$ cat src/rtl/iram_fetch_arbiter.sv
// Instruction RAM fetch arbiter.
// Shares the single registered read port of the iram between the core fetch
// unit and the debug readback port. One transaction is in flight at a time;
// each response appears three cycles after its request is accepted.
//
// state     | meaning
// ----------+-------------------------------------------------------------
// S_IDLE    | nothing in flight, arbitrate incoming requests
// S_ISSUE   | im_r/iram_addr driven for the accepted request
// S_CAPTURE | RAM data valid, capture it into the owner's rsp_data
// S_RESP    | owner's rsp_valid high; on handshake accept the next request
module iram_fetch_arbiter #(
  parameter int ADDR_W       = 10,
  parameter int DATA_W       = 32,
  parameter int DEPTH        = 129,
  parameter int STARVE_LIMIT = 4
) (
  input  logic              i_clock,
  input  logic              i_reset,
  input  logic              i_core_req_valid,
  output logic              o_core_req_ready,
  input  logic [ADDR_W-1:0] i_core_req_addr,
  output logic              o_core_rsp_valid,
  input  logic              i_core_rsp_ready,
  output logic [DATA_W-1:0] o_core_rsp_data,
  input  logic              i_core_flush,
  input  logic              i_dbg_req_valid,
  output logic              o_dbg_req_ready,
  input  logic [ADDR_W-1:0] i_dbg_req_addr,
  output logic              o_dbg_rsp_valid,
  input  logic              i_dbg_rsp_ready,
  output logic [DATA_W-1:0] o_dbg_rsp_data,
  output logic              o_im_r,
  output logic [ADDR_W-1:0] o_iram_addr,
  input  logic [DATA_W-1:0] i_instr_out
);

  localparam int SC_W = $clog2(STARVE_LIMIT + 1);
  localparam logic [SC_W-1:0]   STARVE_MAX = SC_W'(STARVE_LIMIT);
  localparam logic [ADDR_W:0]   DEPTH_X    = (ADDR_W + 1)'(DEPTH);
  localparam logic OWN_CORE = 1'b0;
  localparam logic OWN_DBG  = 1'b1;

  typedef enum logic [1:0] {
    S_IDLE    = 2'd0,
    S_ISSUE   = 2'd1,
    S_CAPTURE = 2'd2,
    S_RESP    = 2'd3
  } state_t;

  state_t            r_state;
  logic              r_owner;
  logic              r_oor;
  logic              r_im_r;
  logic [ADDR_W-1:0] r_iram_addr;
  logic              r_core_rsp_valid;
  logic              r_dbg_rsp_valid;
  logic [DATA_W-1:0] r_core_rsp_data;
  logic [DATA_W-1:0] r_dbg_rsp_data;
  logic [SC_W-1:0]   r_starve_cnt;

  logic              w_rsp_ready;
  logic              w_flush_hit;
  logic              w_arb_slot;
  logic              w_starved;
  logic              w_dbg_win;
  logic              w_core_grant;
  logic              w_dbg_grant;
  logic [ADDR_W-1:0] w_grant_addr;
  logic              w_grant_oor;

  // Arbitration and flush decode; grants are only possible in IDLE or on a RESP handshake
  always_comb begin
    w_rsp_ready  = (r_owner == OWN_DBG) ? i_dbg_rsp_ready : i_core_rsp_ready;
    w_flush_hit  = i_core_flush && (r_owner == OWN_CORE) && (r_state != S_IDLE);
    w_arb_slot   = (r_state == S_IDLE) ||
                   ((r_state == S_RESP) && w_rsp_ready && !w_flush_hit);
    w_starved    = (r_starve_cnt == STARVE_MAX);
    w_dbg_win    = i_dbg_req_valid && (!i_core_req_valid || w_starved);
    w_core_grant = w_arb_slot && i_core_req_valid && !w_dbg_win;
    w_dbg_grant  = w_arb_slot && w_dbg_win;
    w_grant_addr = w_dbg_win ? i_dbg_req_addr : i_core_req_addr;
    w_grant_oor  = ({1'b0, w_grant_addr} >= DEPTH_X);
  end

  assign o_core_req_ready = w_arb_slot && !w_dbg_win;
  assign o_dbg_req_ready  = w_dbg_grant;
  // A flush in RESP must hide the core response in that very cycle
  assign o_core_rsp_valid = r_core_rsp_valid && !i_core_flush;
  assign o_core_rsp_data  = r_core_rsp_data;
  assign o_dbg_rsp_valid  = r_dbg_rsp_valid;
  assign o_dbg_rsp_data   = r_dbg_rsp_data;
  assign o_im_r           = r_im_r;
  assign o_iram_addr      = r_iram_addr;

  // Transaction sequencer: state, RAM port, response registers and starvation counter
  always_ff @(posedge i_clock) begin
    if (i_reset) begin
      r_state          <= S_IDLE;
      r_owner          <= OWN_CORE;
      r_oor            <= 1'b0;
      r_im_r           <= 1'b0;
      r_iram_addr      <= '0;
      r_core_rsp_valid <= 1'b0;
      r_dbg_rsp_valid  <= 1'b0;
      r_core_rsp_data  <= '0;
      r_dbg_rsp_data   <= '0;
      r_starve_cnt     <= '0;
    end else begin
      r_im_r <= 1'b0;
      case (r_state)
        S_IDLE: begin
          r_state <= S_IDLE;
        end
        S_ISSUE: begin
          r_state <= w_flush_hit ? S_IDLE : S_CAPTURE;
        end
        S_CAPTURE: begin
          if (w_flush_hit) begin
            r_state <= S_IDLE;
          end else begin
            r_state <= S_RESP;
            if (r_owner == OWN_DBG) begin
              r_dbg_rsp_valid <= 1'b1;
              r_dbg_rsp_data  <= r_oor ? '0 : i_instr_out;
            end else begin
              r_core_rsp_valid <= 1'b1;
              r_core_rsp_data  <= r_oor ? '0 : i_instr_out;
            end
          end
        end
        S_RESP: begin
          if (w_flush_hit) begin
            r_core_rsp_valid <= 1'b0;
            r_state          <= S_IDLE;
          end else if (w_rsp_ready) begin
            if (r_owner == OWN_DBG) r_dbg_rsp_valid <= 1'b0;
            else                    r_core_rsp_valid <= 1'b0;
            r_state <= S_IDLE;
          end
        end
        default: r_state <= S_IDLE;
      endcase

      // A grant overrides the IDLE/RESP next-state chosen above
      if (w_core_grant || w_dbg_grant) begin
        r_state <= S_ISSUE;
        r_owner <= w_dbg_grant ? OWN_DBG : OWN_CORE;
        r_oor   <= w_grant_oor;
        r_im_r  <= !w_grant_oor;
        if (!w_grant_oor) r_iram_addr <= w_grant_addr;
        if (w_dbg_grant) begin
          r_starve_cnt <= '0;
        end else if (i_dbg_req_valid && !w_starved) begin
          r_starve_cnt <= r_starve_cnt + 1'b1;
        end
      end
    end
  end

endmodule

$ cat config.mk
export PLATFORM = sky130hd
export DESIGN_NAME = iram_fetch_arbiter
export DESIGN_NICKNAME = d
export VERILOG_FILES = /design/src/rtl/iram_fetch_arbiter.sv
export SDC_FILE = /design/constraint.sdc
export NUM_CORES = 1
export LEC_CHECK = 0
export CAP_MARGIN = 0
export CELL_PAD_IN_SITES_DETAIL_PLACEMENT = 0
export CELL_PAD_IN_SITES_GLOBAL_PLACEMENT = 1
export CORE_MARGIN = 4
export CORE_UTILIZATION = 34
export CTS_BUF_LIST = sky130_fd_sc_hd__clkbuf_8
export DETAILED_ROUTE_END_ITERATION = 8
export PLACE_DENSITY = 0.95
export SLEW_MARGIN = 25
export SYNTH_ARGS = -nofsm -noshare
export SYNTH_HDL_FRONTEND = slang
export SYNTH_SLANG_ARGS = --single-unit
$ cat constraint.sdc
create_clock -name i_clock -period 5.2 [get_ports i_clock]
set_input_delay 0.52 -clock i_clock [delete_from_list [all_inputs] [get_ports i_clock]]
set_output_delay 0.52 -clock i_clock [all_outputs]
set_load 0.03 [all_outputs]
After elaboration in Yosys (flattened, before gate mapping):

Index checks and enable logic that the tools add are counted.

* logic and storage cells: 86
* register bits after elaboration: 84

* add/sub/neg operators: 1
* bitwise gates (word level): 4
* reduce and logical (&&, ||, !) cells: 32
* mux-type cells: 24
* equality and inequality tests: 13
* magnitude comparators: 1

Operators by type and width (number)
* 32-bit 2-to-1 mux: 1
* 1-bit 2-to-1 mux: 13
* 2-bit != test (second input constant): 6
* 1-bit logical AND: 11
* 10-bit by 8-bit greater-or-equal comparator with 1-bit output (second input constant): 1
* 10-bit 2-to-1 mux: 1
* 2-bit 2-to-1 mux: 4
* 2-bit one-hot mux with 4 select lines: 1
* 1-bit logical NOT: 6
* 3-bit 2-to-1 mux: 2
* 3-bit != test (second input constant): 2
* 3-bit AND reduction: 2
* 6-bit AND reduction: 1
* 2-bit nonzero test: 3
* 5-bit AND reduction: 1
* 2-bit equality test (second input constant): 2
* 4-bit by 3-bit != test with 1-bit output (second input constant): 1
* 1-bit inverter: 4
* 1-bit one-hot mux with 2 select lines: 2
* 2-bit AND reduction: 2
* 2-bit OR reduction: 2
* 3-bit by 1-bit adder with 3-bit output (second input constant): 1
* 3-bit equality test (second input constant): 1
* 1-bit logical OR: 3
* 2 further kinds: 2

Depth between registers and ports, before layout:

* depth after elaboration: 11
* gate-level depth with buffers: 9
* gate-level depth less buffers: 7

Worst setup path after synthesis:

No wires, ideal clock.

* path type: register -> output
* start: register r_starve_cnt[0]
* end: output port o_core_req_ready
* stages on the path, launching flop included: 7
* path buffers: 1
* path slack: 3.073 ns
* data arrival time: 1.607 ns
* data required time: 4.680 ns
* path through: dfxtp_1 inv_1 ha_1 a21bo_2 and2_1 clkbuf_1 nor2_1

* cells in the longest elaborated chain, start to end: 5

RTL lines
* start, declared: line 60 `logic [SC_W-1:0] r_starve_cnt;`
* start signal, assigned: line 155 `r_starve_cnt <= r_starve_cnt + 1'b1;`
* 3-bit equality test: line 78 `w_starved = (r_starve_cnt == STARVE_MAX);`
* 1-bit logical OR: line 79 `w_dbg_win = i_dbg_req_valid && (!i_core_req_valid || w_starved);`
* 1-bit logical AND: line 79
* 1-bit logical NOT: line 86 `assign o_core_req_ready = w_arb_slot && !w_dbg_win;`
* 1-bit logical AND: line 86
* end, declared: line 21 `output logic o_core_req_ready,`

No other way between the ends.

Final worst setup path:

* start: input port i_core_rsp_ready
* end: output port o_core_req_ready

* cells in the longest elaborated chain, start to end: 5

RTL lines
* start, declared: line 24 `input logic i_core_rsp_ready,`
* 1-bit 2-to-1 mux: line 74 `w_rsp_ready = (r_owner == OWN_DBG) ? i_dbg_rsp_ready : i_core_rsp_ready;`
* 1-bit logical AND (2 in series): line 77 `((r_state == S_RESP) && w_rsp_ready && !w_flush_hit);`
* 1-bit logical OR: line 76 `w_arb_slot = (r_state == S_IDLE) ||`
* 1-bit logical AND: line 86

No other way between the ends.

==> flow_summary.ini <==
[run_status]
run_status = completed

[global_route]
antenna_found_initial = 0
grt.total_usage = 0.170
gr-total-overflow = 0
grt_pass1_vias = 3446
use_met3 = 0.0452
grt_pass1_wl_um = 16400
grt_max_degree = 85
globalRouteMet2Util = 0.290
busiest_layer = met2
use_met1 = 0.209

[drt]
drc = 0
antenna_left = 0
vias = 3399
drt_iter0_markers = 109
first_pass_iters = 4
viasPerCell = 4.78
routed_wl_um = 9900
wl_per_cell_um = 13.9

[cts]
ctsRootBufferMaster = clkbuf_8
cts-buffers-inserted = 9
cts_tree = yes
clk_pin_slew_ps = 80
clock_path_buffers = 2
cts_resized = 0
cts.sinks = 84
postCtsSetupRepairBufs = 0
htreeDepth = 3
clock_latency_ps = 340
ctsHoldBuffers = 0

[logic_synthesis]
synth-seq-area-share = 0.481
yosys_most_used_dff = dfxtp_1
ys_async_sr_fraction = 0
synth_cell_types = 39
yosys_warnings = 0
syn_inst = 451
avgSynthCellArea_um2 = 7.75
ys_seq_elements = 84
syn-num-nets = 516
synth-edff-count = 0
syn_area_um2 = 3500

[critical_path]
ff2ff_path_depth = 7
startpoint = i_core_rsp_ready
arrival_ps = 2570
critPathLaunchType = input port
crit_path_end_kind = output pin
r2r-end = o_iram_addr[6]$_SDFFE_PP0P_
r2r_setup_slack_ps = 2910
critPathKind = input port to output pin
r2r-start = r_starve_cnt[0]$_SDFFE_PP0P_
cp_max_fo = 5
required_ps = 4680

[layout]
syn2layout_area_growth_pct = 47.7
fillers = 962
fin_util = 0.521
drive_above_1_share = 0.0484
antennaDiodeCount = 0
fin_nets = 639

[placed_design]
place_hpwl_um = 7070
port-buffer-count = 137
gp_congestion = 0.865

[timing]
setup_viol = 0
worst_slew_pin_slew_ps = 891
rsz0062_at_grt = false
finalCritPeriodShare = 0.593
clock_skew_ps = 12.3
fmax_mhz = 324
final-hold-violation-count = 0
slew_violations = 0
period_needed_ps = 3090
slew_headroom = 0.406
tns_ps = 0

[floorplanning]
die_w_um = 109
io_pins = 138
die_h_um = 109
core-area_um2 = 9910
initial_utilization = 0.353
placementRows = 36
die_area_um2 = 12000

[power]
powerDensity_nw_per_um2 = 258
cellLeakagePower_nw = 1.74
ir_drop_v = 0.000160

[worst_hold_path]
worstHoldStart = o_dbg_rsp_data[5]$_SDFFE_PP0P_
hold_class = flip-flop to flip-flop
min_to = o_dbg_rsp_data[5]$_SDFFE_PP0P_
hold_depth = 2

[run]
maxCapViolations = 0
layout make-up:
type | count | area, µm² | area share
multi-input cells | 332 | 1690 | 0.327
repair buffers | 142 | 1400 | 0.272
clock inverters | 6 | 81.3 | 0.0157
inverters | 5 | 18.8 | 0.00363
clock buffers | 9 | 124 | 0.0240
flip-flops and latches | 84 | 1680 | 0.326
well taps | 133 | 166 | 0.0322
synth_stat cells, types with 2 or more instances:
master | count | share of area
clkbuf_1 | 28 | 0.030
a2bb2oi_1 | 2 | 0.0050
and3_1 | 2 | 0.0036
and2_1 | 3 | 0.0054
a311oi_1 | 7 | 0.018
nor2_1 | 13 | 0.014
nor4_1 | 2 | 0.0036
a211oi_1 | 2 | 0.0043
o21ai_1 | 3 | 0.0043
nor3b_1 | 3 | 0.0064
a21oi_1 | 77 | 0.11
nand2_1 | 148 | 0.16
o21ai_0 | 3 | 0.0043
nor3_1 | 5 | 0.0072
inv_1 | 5 | 0.0054
ha_1 | 6 | 0.021
nor2b_1 | 36 | 0.064
buf_4 | 2 | 0.0043
dfxtp_1 | 84 | 0.48
how the worst max path moves through the flow:
| stage | endpoint | depth (start not counted) |
|---|---|---|
| after detailed placement | o_core_req_ready | 6 |
| after global placement | o_core_req_ready | 6 |
| final | o_core_req_ready | 6 |
| after floorplan | o_core_req_ready | 6 |
| after CTS | o_core_req_ready | 6 |
| after global routing | o_core_req_ready | 6 |
flip-flops by register name (all words and copies together), names as in the netlist:
| signal | count |
|---|---|
| r_state | 2 |
| o_core_rsp_data | 32 |
| r_core_rsp_valid | 1 |
| r_owner | 1 |
| r_oor | 1 |
| o_dbg_rsp_valid | 1 |
| o_dbg_rsp_data | 32 |
| o_iram_addr | 10 |
| r_starve_cnt | 3 |
| o_im_r | 1 |
worst max-delay path: stages:
cell	delay, ps
clkdlybuf4s50_1	510
or3b_4	410
a21boi_2	200
nor2_2	80
nor2_1	150
clkdlybuf4s50_1	700
kinds of logic after synthesis:
group / Yosys count / synth area share
AOI/OAI and AO/OA: 105 / 0.174
adders and majority gates: 6 / 0.0215
muxes: 2 / 0.00608
and+or+nand+nor: 219 / 0.278
DFF: 84 / 0.481
buffers and inverters: 35 / 0.0397
power by group:
| part | switching, W | internal [W] | leakage [nW] |
|---|---|---|---|
| sequential | 0.0000103 | 0.000653 | 0.678 |
| clock | 0.000223 | 0.000265 | 0.106 |
| combinational | 0.0000969 | 0.0000850 | 0.952 |
| total | 0.000331 | 0.00100 | 1.74 |
routing by layer:
| metal | vias up | share of wire |
|---|---|---|
| met5 | - | 0 |
| met1 | 1543 | 0.44 |
| li1 | 1734 | - |
| met2 | 107 | 0.47 |
| met3 | 15 | 0.071 |
| met4 | 0 | 0.015 |
through the flow:
step	std cells	power (W)	setup slack (ps)	hold slack [ps]	instance area, µm²
finish	711	0.00133	2110	455	5160
global route	711	0.00140	1980	480	5160
CTS	711	0.00135	2110	458	5160
detailed placement	696	0.000860	2120	446	4950
global placement	696	0.000860	2150	444	4950
floorplan	451	0.000777	3070	449	3500
layout by cell type, fill, tap and decap left out, types with 2 or more instances in the layout:
cell,instances
a211oi_1,2
a21oi_1,77
a2bb2oi_1,2
a311oi_1,7
and2_1,3
and3_1,2
buf_4,5
bufinv_16,2
clkbuf_8,9
clkdlybuf4s50_1,136
clkinv_2,2
dfxtp_1,84
ha_1,6
inv_1,6
nand2_1,147
nor2_1,13
nor2b_1,36
nor3_1,5
nor3b_1,2
nor4_1,2
o21ai_0,3
o21ai_1,3
(Power assumes the default switching activity.)
